<file path="src/rtl/fence_area_calc.sv">
// -----------------------------------------------------------------------------
// fence_area_calc
//   Takes the N fence vertices that the upstream sorter streams out in
//   counter-clockwise order. From them it computes twice the enclosed polygon
//   area using the shoelace formula, at one cross-product step per cycle.
//   It reports |2*area| together with an orientation flag, and marks the
//   result with a one-cycle out_valid pulse.
//
// Parameters
//   N      number of vertices per fence (>= 3)
//   W      vertex coordinate width, two's complement
//   ACC_W  accumulator / result width (>= 2*W + ceil(log2 N) + 1)
//
// Ports
//   clk        rising-edge clock
//   reset      asynchronous, active-high reset
//   in_valid   vertex beat valid (no backpressure, gaps allowed)
//   in_x/in_y  vertex coordinates, signed
//   busy       high while a fence is being evaluated (beats are dropped)
//   out_valid  one-cycle result strobe, one per complete fence
//   area2      |2*area|, unsigned, held until the next result
//   cw         1 = vertices were clockwise (signed sum negative)
// -----------------------------------------------------------------------------
module fence_area_calc #(
    parameter int N     = 6,
    parameter int W     = 8,
    parameter int ACC_W = 20
) (
    input  logic                clk,
    input  logic                reset,
    input  logic                in_valid,
    input  logic signed [W-1:0] in_x,
    input  logic signed [W-1:0] in_y,
    output logic                busy,
    output logic                out_valid,
    output logic [ACC_W-1:0]    area2,
    output logic                cw
);

    localparam int IDX_W = (N > 1) ? $clog2(N) : 1;
    localparam logic [IDX_W-1:0] LAST_IDX = IDX_W'(N - 1);

    typedef enum logic [1:0] {
        ST_COLLECT = 2'd0,
        ST_CALC    = 2'd1,
        ST_DONE    = 2'd2
    } state_t;

    state_t                   state_q, state_d;
    logic [IDX_W-1:0]         idx_q, idx_d;
    logic [IDX_W-1:0]         step_q, step_d;
    logic signed [ACC_W-1:0]  acc_q, acc_d;
    logic                     fin_q, fin_d;
    logic                     out_valid_q;
    logic [ACC_W-1:0]         area2_q;
    logic                     cw_q;
    logic                     wr_en_s;

    logic signed [W-1:0]      x_mem_q [N];
    logic signed [W-1:0]      y_mem_q [N];

    logic [IDX_W-1:0]         k1_s;
    logic signed [ACC_W-1:0]  cross_s;

    // Sign-extend a coordinate to accumulator width.
    function automatic logic signed [ACC_W-1:0] sext(input logic [W-1:0] v);
        return {{(ACC_W - W){v[W-1]}}, v};
    endfunction

    // Magnitude of the signed accumulator; -2^(ACC_W-1) cannot occur for legal ACC_W.
    function automatic logic [ACC_W-1:0] magnitude(input logic signed [ACC_W-1:0] v);
        logic signed [ACC_W-1:0] neg;
        neg = -v;
        if (v[ACC_W-1]) begin
            return $unsigned(neg);
        end else begin
            return $unsigned(v);
        end
    endfunction

    // Shoelace term for the current step; the last vertex pairs with vertex 0.
    always_comb begin
        k1_s    = (step_q == LAST_IDX) ? {IDX_W{1'b0}} : (step_q + IDX_W'(1));
        cross_s = (sext(x_mem_q[step_q]) * sext(y_mem_q[k1_s]))
                - (sext(x_mem_q[k1_s])   * sext(y_mem_q[step_q]));
    end

    // Next-state logic: collect N beats, run N accumulate steps, then one DONE cycle.
    always_comb begin
        state_d = state_q;
        idx_d   = idx_q;
        step_d  = step_q;
        acc_d   = acc_q;
        fin_d   = 1'b0;
        wr_en_s = 1'b0;
        case (state_q)
            ST_COLLECT: begin
                if (in_valid) begin
                    wr_en_s = 1'b1;
                    if (idx_q == LAST_IDX) begin
                        idx_d   = {IDX_W{1'b0}};
                        step_d  = {IDX_W{1'b0}};
                        acc_d   = {ACC_W{1'b0}};
                        state_d = ST_CALC;
                    end else begin
                        idx_d = idx_q + IDX_W'(1);
                    end
                end else begin
                    idx_d = idx_q;
                end
            end
            ST_CALC: begin
                acc_d = acc_q + cross_s;
                if (step_q == LAST_IDX) begin
                    step_d  = {IDX_W{1'b0}};
                    state_d = ST_DONE;
                end else begin
                    step_d = step_q + IDX_W'(1);
                end
            end
            ST_DONE: begin
                fin_d   = 1'b1;
                state_d = ST_COLLECT;
            end
            default: begin
                state_d = ST_COLLECT;
                idx_d   = {IDX_W{1'b0}};
                step_d  = {IDX_W{1'b0}};
                acc_d   = {ACC_W{1'b0}};
            end
        endcase
    end

    // Control and accumulator registers.
    always_ff @(posedge clk or posedge reset) begin
        if (reset) begin
            state_q <= ST_COLLECT;
            idx_q   <= {IDX_W{1'b0}};
            step_q  <= {IDX_W{1'b0}};
            acc_q   <= {ACC_W{1'b0}};
            fin_q   <= 1'b0;
        end else begin
            state_q <= state_d;
            idx_q   <= idx_d;
            step_q  <= step_d;
            acc_q   <= acc_d;
            fin_q   <= fin_d;
        end
    end

    // Result registers. The DONE strobe is staged once more through fin_q, so
    // out_valid lands N+2 edges after the last vertex. acc_q is still stable
    // at that point because it is only cleared when the next fence completes.
    always_ff @(posedge clk or posedge reset) begin
        if (reset) begin
            out_valid_q <= 1'b0;
            area2_q     <= {ACC_W{1'b0}};
            cw_q        <= 1'b0;
        end else begin
            out_valid_q <= fin_q;
            if (fin_q) begin
                area2_q <= magnitude(acc_q);
                cw_q    <= acc_q[ACC_W-1];
            end else begin
                area2_q <= area2_q;
                cw_q    <= cw_q;
            end
        end
    end

    // Vertex storage; contents are irrelevant after reset, so it has no reset.
    always_ff @(posedge clk) begin
        if (wr_en_s) begin
            x_mem_q[idx_q] <= in_x;
            y_mem_q[idx_q] <= in_y;
        end
    end

    assign busy      = (state_q != ST_COLLECT);
    assign out_valid = out_valid_q;
    assign area2     = area2_q;
    assign cw        = cw_q;

endmodule

</file>
<file path="config.mk">
export PLATFORM = sky130hd
export DESIGN_NAME = fence_area_calc
export DESIGN_NICKNAME = d
export VERILOG_FILES = /design/src/rtl/fence_area_calc.sv
export SDC_FILE = /design/constraint.sdc
export NUM_CORES = 1
export LEC_CHECK = 0
export BUFFER_PORTS_ARGS = -buffer_cell sky130_fd_sc_hd__buf_2
export CORE_MARGIN = 2
export CORE_UTILIZATION = 55
export CTS_BUF_LIST = sky130_fd_sc_hd__clkbuf_8
export DETAILED_ROUTE_END_ITERATION = 10
export PLACE_DENSITY = 0.7
export SLEW_MARGIN = 30
export SYNTH_ARGS = -nofsm -noshare
export SYNTH_HDL_FRONTEND = slang
export SYNTH_SLANG_ARGS = --single-unit
</file>
<file path="constraint.sdc">
create_clock -name clk -period 21.8 [get_ports clk]
set_input_delay 2.18 -clock clk [delete_from_list [all_inputs] [get_ports clk]]
set_output_delay 2.18 -clock clk [all_outputs]
set_load 0.02 [all_outputs]
</file>
Word level (Yosys, flattened, before mapping)

Memory sizes are Yosys's and may differ from the RTL's.
Index checks and enable logic that the tools add are counted.

Bits in registers: 51
Latch bits: 0
Memory bits (writable): 96
Bits in read-only memories: 0
Logic and storage cells: 52
Memories kept: 2

Memory list:

| name    | depth | bits a word | read ports | clocked after Yosys merged registers in | write ports | line | RTL |
|---|---|---|---|---|---|---|---|
| x_mem_q | 6     | 8           | 2          | 0                                       | 1           | 59   | `logic signed [W-1:0] x_mem_q [N];` |
| y_mem_q | 6     | 8           | 2          | 0                                       | 1           | 60   | `logic signed [W-1:0] y_mem_q [N];` |

$add $sub $neg: 5
Multiply operators: 2
Divide/modulo/power cells: 0
Magnitude comparators: 0
Eq/ne operators: 7
Shifts and indexed selects: 0
Mux-type cells: 20
Bitwise gates (word level): 2
Reduce and logical (&&, ||, !) cells: 6

Operator list:

| kind                  | number |
|---|---|
| $mux W20              | 3 |
| $pmux W20 S3          | 1 |
| $mul A8 B8 Y16        | 2 |
| $add A20 B17 Y20      | 1 |
| $neg A20 Y20          | 1 |
| $sub A16 B16 Y17      | 1 |
| $mux W3               | 5 |
| $pmux W3 S3           | 1 |
| $add A3 B1 Y3 const B | 2 |
| $eq A3 B3 Y1 const B  | 2 |
| $mux W2               | 3 |
| $ne A2 B2 Y1 const B  | 3 |
| $pmux W3 S2           | 1 |
| $reduce_and A3 Y1     | 2 |
| $mux W1               | 5 |
| $pmux W2 S2           | 1 |
| $eq A2 B1 Y1 const B  | 1 |
| $eq A2 B2 Y1 const B  | 1 |
| $logic_not A2 Y1      | 1 |
| $not A1 Y1            | 2 |
| $reduce_and A2 Y1     | 1 |
| $reduce_bool A2 Y1    | 1 |
| $reduce_or A2 Y1      | 1 |

Logic depth before layout (Yosys ltp)

An unclocked memory read counts as a cell.

Depth in word-level cells: 7
Mapped depth: 28

Worst setup path after synthesis

No wires, ideal clock.

Path kind: register -> register
Start: reg step_q[1]
End: reg acc_q[19]
Setup time: 0.124 ns
Arrival time: 6.803 ns
Required time: 21.676 ns
Slack: 14.873 ns
Stages on the path, launching flop included: 27
Path buffers: 3
Path through: dfrtp_1 > clkbuf_1 > buf_4 > buf_2 > nor2_1 > o21ai_0 > a22oi_1 > o21ai_0 > o21ai_1 > nor2_1 > fa_1 > fa_1 > fa_1 > inv_1 > fa_1 > inv_1 > fa_1 > inv_1 > fa_1 > inv_1 > ha_1 > o21a_1 > nor2_1 > nor3b_1 > o211ai_1 > and3b_1 > a211o_1

Word-level cells in the longest chain between the ends: 7
Elaborated cells between the ends (all ways): 10
Classes of those cells: add/sub (3); mul (2); eq/ne (1); mux (2); memory (2)

Ends and longest elaborated chain:

| element                                              | line   | RTL |
|---|---|---|
| start, declared                                      | 51     | `logic [IDX_W-1:0] step_q, step_d;` |
| start signal, assigned                               | 139    | `step_q <= {IDX_W{1'b0}};` |
| start signal, assigned                               | 145    | `step_q <= step_d;` |
| $add A3 B1 Y3 / $eq A3 B3 Y1 (equally long branches) | 83     | `k1_s = (step_q == LAST_IDX) ? {IDX_W{1'b0}} : (step_q + IDX_W'(1));` |
| $mux W3                                              | 83     |  |
| $mem_v2 Z6 W8, on equally long branches              | n/a    |  |
| $mul A8 B8 Y16, on equally long branches             | 84, 85 |  |
| $sub A16 B16 Y17 *                                   | 85     | `- (sext(x_mem_q[k1_s]) * sext(y_mem_q[step_q]));` |
| $add A20 B17 Y20 *                                   | 113    | `acc_d = acc_q + cross_s;` |
| $pmux W20 S3 *                                       | 96     | `case (state_q)` |
| end signal, assigned                                 | 140    | `acc_q <= {ACC_W{1'b0}};` |
| end, declared                                        | 52     | `logic signed [ACC_W-1:0] acc_q, acc_d;` |

Mark *: on every way between the ends. The rest lies on a longest branch, timed or not.
A chain may end at the register's enable or synchronous reset.

Worst setup path after layout

Start: reg step_q[0]
End: reg acc_q[15]

The elaborated chain is that of the path after synthesis.

==> run metrics <==
status finished clean; DR vias between 9000 and 10000; area leader, netlist fa_1; GRT Residual Overflow 0; post-CTS setup buffers 0; Worst setup SP type flop; Top-Level Pins 42; initial antenna violation count 0; Worst slew margin a little under a third; diode count 0; Crit Path Max Fanout between 50 and 60; crit-path max cell delay just under 0.9 ns; gpl congestion 0.868; crit path buf inv count 6; count of flip-flops with a built-in enable after synthesis 96; Layout Nets about 1600; Worst Skew around 0.018 ns; post-detail-place hpwl ~22000 um; post-synthesis simple-gate area fraction 12.3%; ys async rst share roughly a third; xor-xnor portion of the synthesized cell area between 2 and 2.5%; Primary FF master, synth edfxtp_1; port buffer count 41; DR vias/cell 5.39; post-cts sizing count 0; top cell type's share of synthesized area between 20% and 30%; share of cells above drive strength 1 under 10%; warnings from Yosys 0; Synth top cells by count inv_1 (243), fa_1 (174), nor2_1 (164); worst skew pair latency between 0.4 and 0.5 ns; antenna viol nets, final 0; Clock H-tree levels 4; Syn Nets between 1500 and 2000; largest net degree at the start of global routing 59; Layout area overhead 7.48%; adder-cell share of the synthesized area between 30% and 40%; Tightest Pin Transition between 1 and 1.5 ns; final setup violation count 0; CTS max path bufs 2; MaxCap Viol Count 0; CTS Hold Bufs 0; CTS sink count roughly 150; Hold Crit Class reg2reg; CTS root buf clkbuf_8; final-report hold violation count 0; Cell Rows 57; DRC violations left 0; die height 160 um; Fin Setup TNS 0 ns; wire per inst 16.9 um; Post-Syn Area 0.0133 mm2; Critical-path top delay cell o22ai_1; complex-gate fraction of the synthesized area approximately 8.6%; 1st-iter DRT viols 672; Detailed Route WL roughly 29000 um; Mean Syn Cell Area about 10 um2; fmax between 0.1 and 0.15 GHz; worst path required time about 22 ns; vias in the first global route 9560; flops & latches, synth between 100 and 150; first-pass GRT wire length 48600 um; Setup CP Type reg2reg; Die W between 150 and 200 um; period utilization roughly 40%; full die area approximately 0.026 mm2; Area contributors post-synth fa_1 (26%), edfxtp_1 (22%), dfrtp_1 (9.6%); sequential area share after synthesis 31.2%; clock transition at the registers of the reported paths approximately 0.1 ns; clock tree from TritonCTS yes; largest family of logic cells by synthesized area adder cells; Slew Viols, Final 0; crit-path leading delay family adder cells; post-synthesis mux area share 4.14%; crit path time final around 8.7 ns; count leader, synth inv_1; Initial Util a little under three fifths; Post-Syn Instances about 1300; critical path arrival about 9 ns; gr usage total about a quarter; First-pass DRT Iterations 7; Core Footprint approximately 0.024 mm2; CP most frequent cell fa_1; Worst setup EP type flop; post-synth cell types 58; TritonCTS Buffers 17; RSZ-0062 raised after global routing no; crit-path cells buf_4 > inv_1 > nor2_1 > buf_4 > nand2_1 > o22ai_1 > nor2_1 > fa_1 > inv_1 > fa_1 > fa_1 > fa_1 > fa_1 > inv_1 > fa_1 > inv_1 > ha_1 > a21o_1 > a21oi_1 > o21ai_0 > o21ai_0 > and3_1 > o31ai_1
-- kinds of logic (layout without fill, tap and decap cells) --
group           count (synthesis)  after routing
buf+inv                       281            336
xor+xnor                       38             38
fa+ha+maj                     251            251
mux                            55             55
flops                         147            147
simple gates                  356            356
compound gates                192            192
-- metal layers --
layer / vias up / global-route usage, % / wire, um / part of all wire (%)
met2: 267 / 39.4 / 13500 / 47
met5: - / 0 / 0 / 0
met1: 4515 / 34.0 / 13000 / 45
met3: 41 / 3.27 / 1670 / 5.8
met4: 0 / 6.47 / 537 / 1.9
li1: 4336 / - / - / -
-- per-stage QoR --
step	utilization (%)	instance area (um2)	hold slack, ns	worst slack, ns	cells
floorplan	-	13300	0.408	14.87	1320
global placement	57.9	14000	0.493	13.32	1667
detailed placement	57.9	14000	0.499	13.16	1667
CTS	59.5	14300	0.521	13.11	1699
global route	59.5	14300	0.535	12.55	1699
finish	59.5	14300	0.517	13.12	1699
-- sequential cells by signal, indices dropped and copies added (netlist names) --
signal     count
step_q         3
y_mem_q       48
area2         20
state_q        2
cw             1
acc_q         20
fin_q          1
idx_q          3
out_valid      1
x_mem_q       48
-- cell usage in the layout (no fill, tap or decap), drive strengths merged, types with 15 or more instances in the layout --
cell and instances:
edfxtp 96, nand2 89, a31oi 16, nor2b 15, xor2 21, ha 77
mux2i 53, buf 61, o21ai 63, a21oi 56, nor2 164, fa 174
dfrtp 51, xnor2 17, clkbuf 17, inv 253, nand2b 27
-- worst paths after layout --
check / startpoint / end / slack (ns) / depth (start not counted)
worst min-delay path: area2[0] / area2[0] / 0.52 / 1
min in group asynchronous: reset / area2[8] / 1.81 / 2
worst max-delay path: step_q[0] / acc_q[15] / 13.12 / 23
max in group asynchronous: reset / step_q[0] / 19.53 / 2
worst max register to register: step_q[0] / acc_q[15] / 13.12 / 23
worst min register to register: area2[0] / area2[0] / 0.52 / 1
-- area by class of cell --
class	instances	area [um2]
Fill cell	2065	9760
Multi-Input combinational cell	892	8130
Sequential cell	147	4160
Inverter	243	915
Tap cell	324	405
Timing Repair Buffer	61	355
Clock buffer	17	234
Clock inverter	15	148
Power is left out: the tool's default activity adds up to more than one toggle a clock period on the data nets, which glitch-free logic cannot reach.
